File: src/rtl/seq_chunk_adder.sv
// Multi-cycle add/subtract unit: one CHUNK-bit ripple stage reused over
// WIDTH/CHUNK cycles, with the carry held in a register between cycles.
module seq_chunk_adder #(
    parameter int WIDTH = 16,
    parameter int CHUNK = 4
) (
    input  logic             clk,
    input  logic             rst_n,
    input  logic             in_valid,
    output logic             in_ready,
    input  logic [WIDTH-1:0] a,
    input  logic [WIDTH-1:0] b,
    input  logic             sub,
    output logic             out_valid,
    input  logic             out_ready,
    output logic [WIDTH-1:0] sum,
    output logic             carry_out,
    output logic             overflow
);

    localparam int NCHUNK = WIDTH / CHUNK;
    localparam int KW     = (NCHUNK > 1) ? $clog2(NCHUNK) : 1;
    localparam int NSLOT  = 1 << KW;

    typedef enum logic [1:0] {
        IDLE = 2'd0,
        RUN  = 2'd1,
        DONE = 2'd2
    } state_t;

    state_t            state_q, state_d;
    logic [WIDTH-1:0]  a_q, a_d;
    logic [WIDTH-1:0]  b_q, b_d;
    logic [WIDTH-1:0]  sum_q, sum_d;
    logic              carry_q, carry_d;
    logic [KW-1:0]     k_q, k_d;
    logic              cout_q, cout_d;
    logic              ovf_q, ovf_d;

    logic              accept;
    logic              running;
    logic              last_chunk;
    logic [CHUNK-1:0]  a_cur;
    logic [CHUNK-1:0]  b_cur;
    logic [CHUNK:0]    chunk_res;

    // Slot table padded to a power of two so k_q can index it directly.
    logic [CHUNK-1:0]  a_slots [NSLOT];
    logic [CHUNK-1:0]  b_slots [NSLOT];

    genvar gi;
    generate
        for (gi = 0; gi < NSLOT; gi++) begin : g_slot
            if (gi < NCHUNK) begin : g_used
                assign a_slots[gi] = a_q[gi*CHUNK +: CHUNK];
                assign b_slots[gi] = b_q[gi*CHUNK +: CHUNK];
            end else begin : g_pad
                assign a_slots[gi] = '0;
                assign b_slots[gi] = '0;
            end
        end
    endgenerate

    assign accept     = (state_q == IDLE) && in_valid;
    assign running    = (state_q == RUN);
    assign last_chunk = (k_q == KW'(NCHUNK - 1));
    assign a_cur      = a_slots[k_q];
    assign b_cur      = b_slots[k_q];
    assign chunk_res  = {1'b0, a_cur} + {1'b0, b_cur} + {{CHUNK{1'b0}}, carry_q};

    // Only the chunk selected by k_q is rewritten; the rest hold.
    generate
        for (gi = 0; gi < NCHUNK; gi++) begin : g_sum
            assign sum_d[gi*CHUNK +: CHUNK] =
                (running && (k_q == KW'(gi))) ? chunk_res[CHUNK-1:0]
                                              : sum_q[gi*CHUNK +: CHUNK];
        end
    endgenerate

    always_ff @(posedge clk or negedge rst_n) begin
        if (!rst_n) begin
            state_q <= IDLE;
        end else begin
            state_q <= state_d;
        end
    end

    always_comb begin
        state_d = state_q;
        case (state_q)
            IDLE:    if (in_valid) state_d = RUN;
            RUN:     if (last_chunk) state_d = DONE;
            DONE:    if (out_ready) state_d = IDLE;
            default: state_d = IDLE;
        endcase
    end

    always_comb begin
        in_ready  = (state_q == IDLE);
        out_valid = (state_q == DONE);
    end

    always_comb begin
        a_d     = a_q;
        b_d     = b_q;
        carry_d = carry_q;
        k_d     = k_q;
        cout_d  = cout_q;
        ovf_d   = ovf_q;
        if (accept) begin
            a_d     = a;
            b_d     = b ^ {WIDTH{sub}};
            carry_d = sub;
            k_d     = '0;
        end else if (running) begin
            carry_d = chunk_res[CHUNK];
            if (last_chunk) begin
                cout_d = chunk_res[CHUNK];
                // Same-sign operands producing a different-sign result.
                ovf_d  = (a_cur[CHUNK-1] == b_cur[CHUNK-1]) &&
                         (chunk_res[CHUNK-1] != a_cur[CHUNK-1]);
            end else begin
                k_d = k_q + KW'(1);
            end
        end
    end

    always_ff @(posedge clk or negedge rst_n) begin
        if (!rst_n) begin
            a_q     <= '0;
            b_q     <= '0;
            sum_q   <= '0;
            carry_q <= 1'b0;
            k_q     <= '0;
            cout_q  <= 1'b0;
            ovf_q   <= 1'b0;
        end else begin
            a_q     <= a_d;
            b_q     <= b_d;
            sum_q   <= sum_d;
            carry_q <= carry_d;
            k_q     <= k_d;
            cout_q  <= cout_d;
            ovf_q   <= ovf_d;
        end
    end

    assign sum       = sum_q;
    assign carry_out = cout_q;
    assign overflow  = ovf_q;

endmodule

File: config.mk
export PLATFORM = sky130hd
export DESIGN_NAME = seq_chunk_adder
export DESIGN_NICKNAME = d
export VERILOG_FILES = /design/src/rtl/seq_chunk_adder.sv
export SDC_FILE = /design/constraint.sdc
export NUM_CORES = 1
export LEC_CHECK = 0
export CAP_MARGIN = 20
export CORE_MARGIN = 2
export CORE_UTILIZATION = 51
export CTS_CLUSTER_SIZE = 16
export DETAILED_ROUTE_END_ITERATION = 16
export PLACE_DENSITY_LB_ADDON = 0.12
export SYNTH_ARGS = -nofsm -noshare
export SYNTH_HDL_FRONTEND = slang
export SYNTH_SLANG_ARGS = --single-unit
File: constraint.sdc
create_clock -name clk -period 3.4 [get_ports clk]
set_clock_uncertainty 0.1 [all_clocks]
set_input_delay 1.02 -clock clk [delete_from_list [all_inputs] [get_ports clk]]
set_output_delay 1.02 -clock clk [all_outputs]
set_load 0.02 [all_outputs]
==> results of run 1 <==
[per-stage QoR]
step	hold WS (ps)	util	cells	setup WS (ps)	cell area, um^2
global route	419	0.663	348	557	3360
finish	382	0.663	348	694	3360
global placement	361	0.643	340	807	3260
CTS	390	0.663	348	693	3360
floorplan	373	-	220	989	2670
detailed placement	369	0.643	340	749	3260
[cell families after synthesis]
kind of cell	count (synthesis)
xor+xnor	19
buf+inv	19
flops	55
mux	25
fa+ha+maj	9
compound gates	43
simple gates	50
[sequential cells by signal (all words and copies together), names as in the netlist]
| name | flops |
|---|---|
| k_q | 2 |
| sum | 16 |
| carry_q | 1 |
| state_q | 2 |
| b_q | 16 |
| carry_out | 1 |
| overflow | 1 |
| a_q | 16 |
[power breakdown]
part	internal (W)	switching [W]	leakage (nW)
Combinational	0.000962	0.000933	0.745
Sequential	0.000983	0.000216	0.651
Clock	0.000186	0.000195	0.0515
Total	0.00213	0.00134	1.45
[final timing paths]
path | end | slack (ps) | cells past startpoint
min | sum[1] | 380 | 2
max | out_valid | 690 | 3
max in group asynchronous | b_q[9] | 1870 | 2
min reg2reg | sum[1] | 380 | 2
min in group asynchronous | sum[2] | 680 | 1
max reg2reg | sum[14] | 750 | 6
[worst max-delay path, cell delays in order, from the launching register on]
cell and delay [ps]:
dfrtp_1 460, nand2b_1 180, inv_1 50, clkdlybuf4s50_1 590
[metal layers]
metal,up-vias,track usage,share of wire
met4,0,0.0709,0.015
met3,7,0.0367,0.043
met5,-,0,0
li1,860,-,-
met1,820,0.237,0.46
met2,48,0.293,0.48
[layout by cell type (no fill, tap or decap), drive strengths merged]
master         count
a21oi             18
buf                6
o21bai             1
nand2             24
nand3b             1
xor2               1
fa                 2
o31ai              2
nor2              20
o21ai             18
xnor2             18
clkbuf             8
inv                8
a22o               3
nor2b              1
dfrtp             55
mux4               8
mux2              17
o21a               1
and2               1
nand2b             1
nor3b              1
clkdlybuf4s50     55
ha                 7
and2b              1
[area by class of cell]
cell class                      count  area share
Inverter                            8     0.00893
Multi-Input combinational cell    146       0.350
Sequential cell                    55       0.409
Timing Repair Buffer               61       0.176
Clock buffer                        8      0.0298
Tap cell                           70      0.0260
==> run metrics, run 1 <==
hold_buf cts 0; clock transition at the registers of the reported paths 90 ps; DRT iter0 DRCs 109; Inserted Clock Buffers 5; synth warn 0; synth cell count leaders dfrtp_1 (55), nand2_1 (24), nor2_1 (19); crit path kind flip-flop to output port; Port Buf Inserts 56; Synth Area in Adders 0.0478; first-pass GRT wire length ~8000 um; Avg Vias per Cell about 5; row cnt 26; Simple-Gate Fraction of Synth Area 0.0792; post-route ant nets 0; Die Ht 76.3 um; routability cong. around 0.74; mux contribution to synthesized area 0.163; post-synth top area share 0.516; Final setup viols 0; P&R area growth vs syn 26.1%; Yosys reg bits 55; min-delay src sum[1]; routed vias ~1,700; setup bufs post-CTS 0; pwr dens around 1000 nW/um^2; most frequent cell after synthesis dfrtp_1; Synth Area in XOR/XNOR 0.0624; top_reg_cell synth dfrtp_1; distinct cell type count after synthesis 28; post-synthesis sequential area ratio 0.516; CTS resizes 0; Period minus WS final approximately 2700 ps; Total Routing Usage GR 0.180; total gr overflow 0; largest family of logic cells by synthesized area multiplexers; register area 1380 um^2; Clock Tree Root clkbuf_8; setup TNS 0 ps; RSZ-0062 raised after global routing false; Final Cycle Share 0.796; Final #Nets roughly 320; # diodes 0; core area around 5100 um^2; Total Power approximately 0.0035 W; Mapped Avg Cell Area roughly 12 um^2; final hold violations 0; Compound-Gate Fraction of Synth Area 0.0886; CP Max Fanout 7; Worst Setup End Kind output port; Starting Density 0.526; drt pass-1 iters 4; pin count of the biggest net entering global routing 35; insertion delay to the later sink of the worst-skew pair ~300 ps; number of global-route vias before repair around 1,700; static leakage 1.45 nW; clock buffer depth 2; CP Launch Type flip-flop; num ports between 50 and 60; f_max about 370 MHz; detailed-route DRC error count 0; crit path DAT roughly 1600 ps; WP data required ~2300 ps; Crit Reg-Reg Startpoint k_q[1]; slew margin rel. 0.505; Worst Setup SP state_q[0]; syn nets ~270; Cells after Synth 220; antenna violations before repair 0; Chip Width around 76 um; Final Max Tran Viols 0; # clock sinks 55; Synth area leaders dfrtp_1 (52%), mux2_4 (8.4%), xnor2_1 (5.9%); status finished, final reports clean; Async SR Flop Fraction 1.00; Hold/Removal Path Class flip-flop to flip-flop; CTS tree done; EDFF count, synth 0; drt total wl 4720 um; # fillers 400; Die Area between 5000 and 6000 um^2; H-tree Lvls 2; share of layout cells above drive strength 1 0.137; largest area contributor in the synthesized netlist dfrtp_1; multi-input logic area roughly 1200 um^2; drt wl/cell ~14 um; worst vdd ir about 530 uV; max_cap viols 0; Mapped Area 2670 um^2; HPWL Detailed ~3500 um; Worst Tran Pin Value between 700 and 800 ps
Note: power is estimated with default switching activity, not from simulation.
==> inputs of run 2 (changes only) <==
- CORE_UTILIZATION: 51 -> 46
- clock period: 3.4 -> 2.4 ns (I/O delays scaled with it)
==> run 2 against run 1 <==
  * Largest power group unchanged
  * Critical path type is now flip-flop to flip-flop
  * Via count is 2.9% higher
  * Core utilization is 2.9 points lower
  * First-iteration DRC count is 35% lower
  * Worst setup slack worse by 640 ps
  * Register-to-register slack worse by 690 ps
  * Worst hold slack worse by 98 ps
  * Combinational power is 73% higher
==> run metrics, run 2 (synthesis results as in run 1) <==
status finished, final reports clean; cell count after placement 346; Switching Share 0.383; combinational power share 0.585; Worst Setup End Kind flip-flop; total gr overflow 0; most frequent cells in the layout dfrtp_1 (54), clkdlybuf4s50_1 (53), nand2_1 (23); WP data required ~2500 ps; CTS tree done; number of global-route vias before repair 1,734; Int Power around 0.0035 W; core area roughly 5500 um^2; Inserted Clock Buffers 5; final hold violations 0; num ports 57; share of layout cells above drive strength 1 0.197; detailed-route DRC error count 0; routed vias roughly 1,800; Period minus WS final 2340 ps; setup TNS 0 ps; CP Max Fanout 4; f_max around 430 MHz; antenna violations before repair 0; Worst Tran Pin Value a little under 400 ps; commonest non-fill, non-tap cell in the layout dfrtp_1; # clock sinks 55; insertion delay to the later sink of the worst-skew pair roughly 310 ps; first-pass GRT wire length 8460 um; clock buffer depth 2; switching power of the nets about 0.0021 W; CP Launch Type flip-flop; RSZ-0062 raised after global routing true; Clock Tree Root clkbuf_8; pin count of the biggest net entering global routing 56; Die Ht ~80 um; static leakage roughly 1.5 nW; Avg Vias per Cell between 5 and 6; Chip Width 80.2 um; Hold/Removal Path Class primary input to async pin; HPWL Detailed 3680 um; final cell count without fillers ~360; crit path kind flip-flop to flip-flop; crit path DAT roughly 2500 ps; Die Area about 6400 um^2; Total Routing Usage GR 0.174; Total Power 0.00560 W; P&R area growth vs syn 31.7%; drt wl/cell approximately 14 um; Clk network pwr share 0.116; drt pass-1 iters 4; # diodes 0; row cnt 27; clock transition at the registers of the reported paths approximately 100 ps; fin util 0.634; sequential share of power 0.299; Port Buf Inserts 56; slew margin rel. 0.743; worst vdd ir 935 uV; Final setup viols 0; max_cap viols 0; routability cong. around 0.81; post-route ant nets 0; DRT iter0 DRCs 71; pwr dens 1590 nW/um^2; drt total wl 5030 um; Final #Nets 329; Final Max Tran Viols 0; Final Cycle Share 0.976; # fillers 464; Starting Density 0.482; H-tree Lvls 2
==> run 2: final cells by class <==
cell class | count | area [um^2] | area share
well taps | 72 | 90.1 | 0.0256
inverters | 8 | 30.0 | 0.00854
multi-input cells | 146 | 1210 | 0.346
clock inverters | 2 | 38.8 | 0.0110
repair buffers | 67 | 681 | 0.194
flip-flops and latches | 55 | 1380 | 0.392
clock buffers | 6 | 82.6 | 0.0235
==> run 2: path summary, 6_finish.rpt <==
check | start | endpoint | slack [ps] | cells past startpoint
worst max-delay path | k_q[0] | carry_q | 60 | 8
worst min-delay path | rst_n | sum[0] | 280 | 2
worst max register to register | k_q[0] | carry_q | 60 | 8
worst min register to register | sum[3] | sum[3] | 390 | 2
max in group asynchronous | rst_n | k_q[0] | 1650 | 2
min in group clk | sum[3] | sum[3] | 390 | 2
==> run 2: power by group through the flow <==
stage | Combinational [W] | Sequential (W) | Clock, W
final | 0.00328 | 0.00168 | 0.000647
after CTS | 0.00298 | 0.00168 | 0.000662
after floorplan | 0.00187 | 0.00177 | 0
after global routing | 0.00362 | 0.00174 | 0.000684
after detailed placement | 0.00294 | 0.00170 | 0
after global placement | 0.00288 | 0.00169 | 0
==> run 2: worst max-delay path, cell delays in order (launching register included) <==
cell and delay [ps]:
dfrtp_2 450, mux4_2 340, inv_2 40, fa_2 380, fa_2 380, nor2b_1 130
o21a_1 190, nor3b_2 70, o31ai_2 180
==> run 2: through the flow <==
stage | worst slack [ps] | hold WS [ps] | cell area [um^2]
floorplan | 19.3 | 324 | 2670
global placement | 71.8 | 359 | 3330
detailed placement | -16.3 | 371 | 3330
CTS | 16.2 | 297 | 3460
global route | -24.4 | 303 | 3510
finish | 57.6 | 284 | 3510
==> run 2: per-layer routing <==
| metal | track usage | vias up | part of all wire |
|---|---|---|---|
| met5 | 0 | - | 0 |
| met4 | 0.0661 | 0 | 0.015 |
| met3 | 0.0270 | 5 | 0.044 |
| met2 | 0.282 | 54 | 0.48 |
| met1 | 0.236 | 851 | 0.46 |
| li1 | - | 876 | - |
==> run 2: what timing repair did <==
action	in CTS	in global routing
hold buffers	0	0
pin swaps	0	4
setup buffers	1	1
gates resized for setup	2	17
endpoints found under the setup margin	2	8
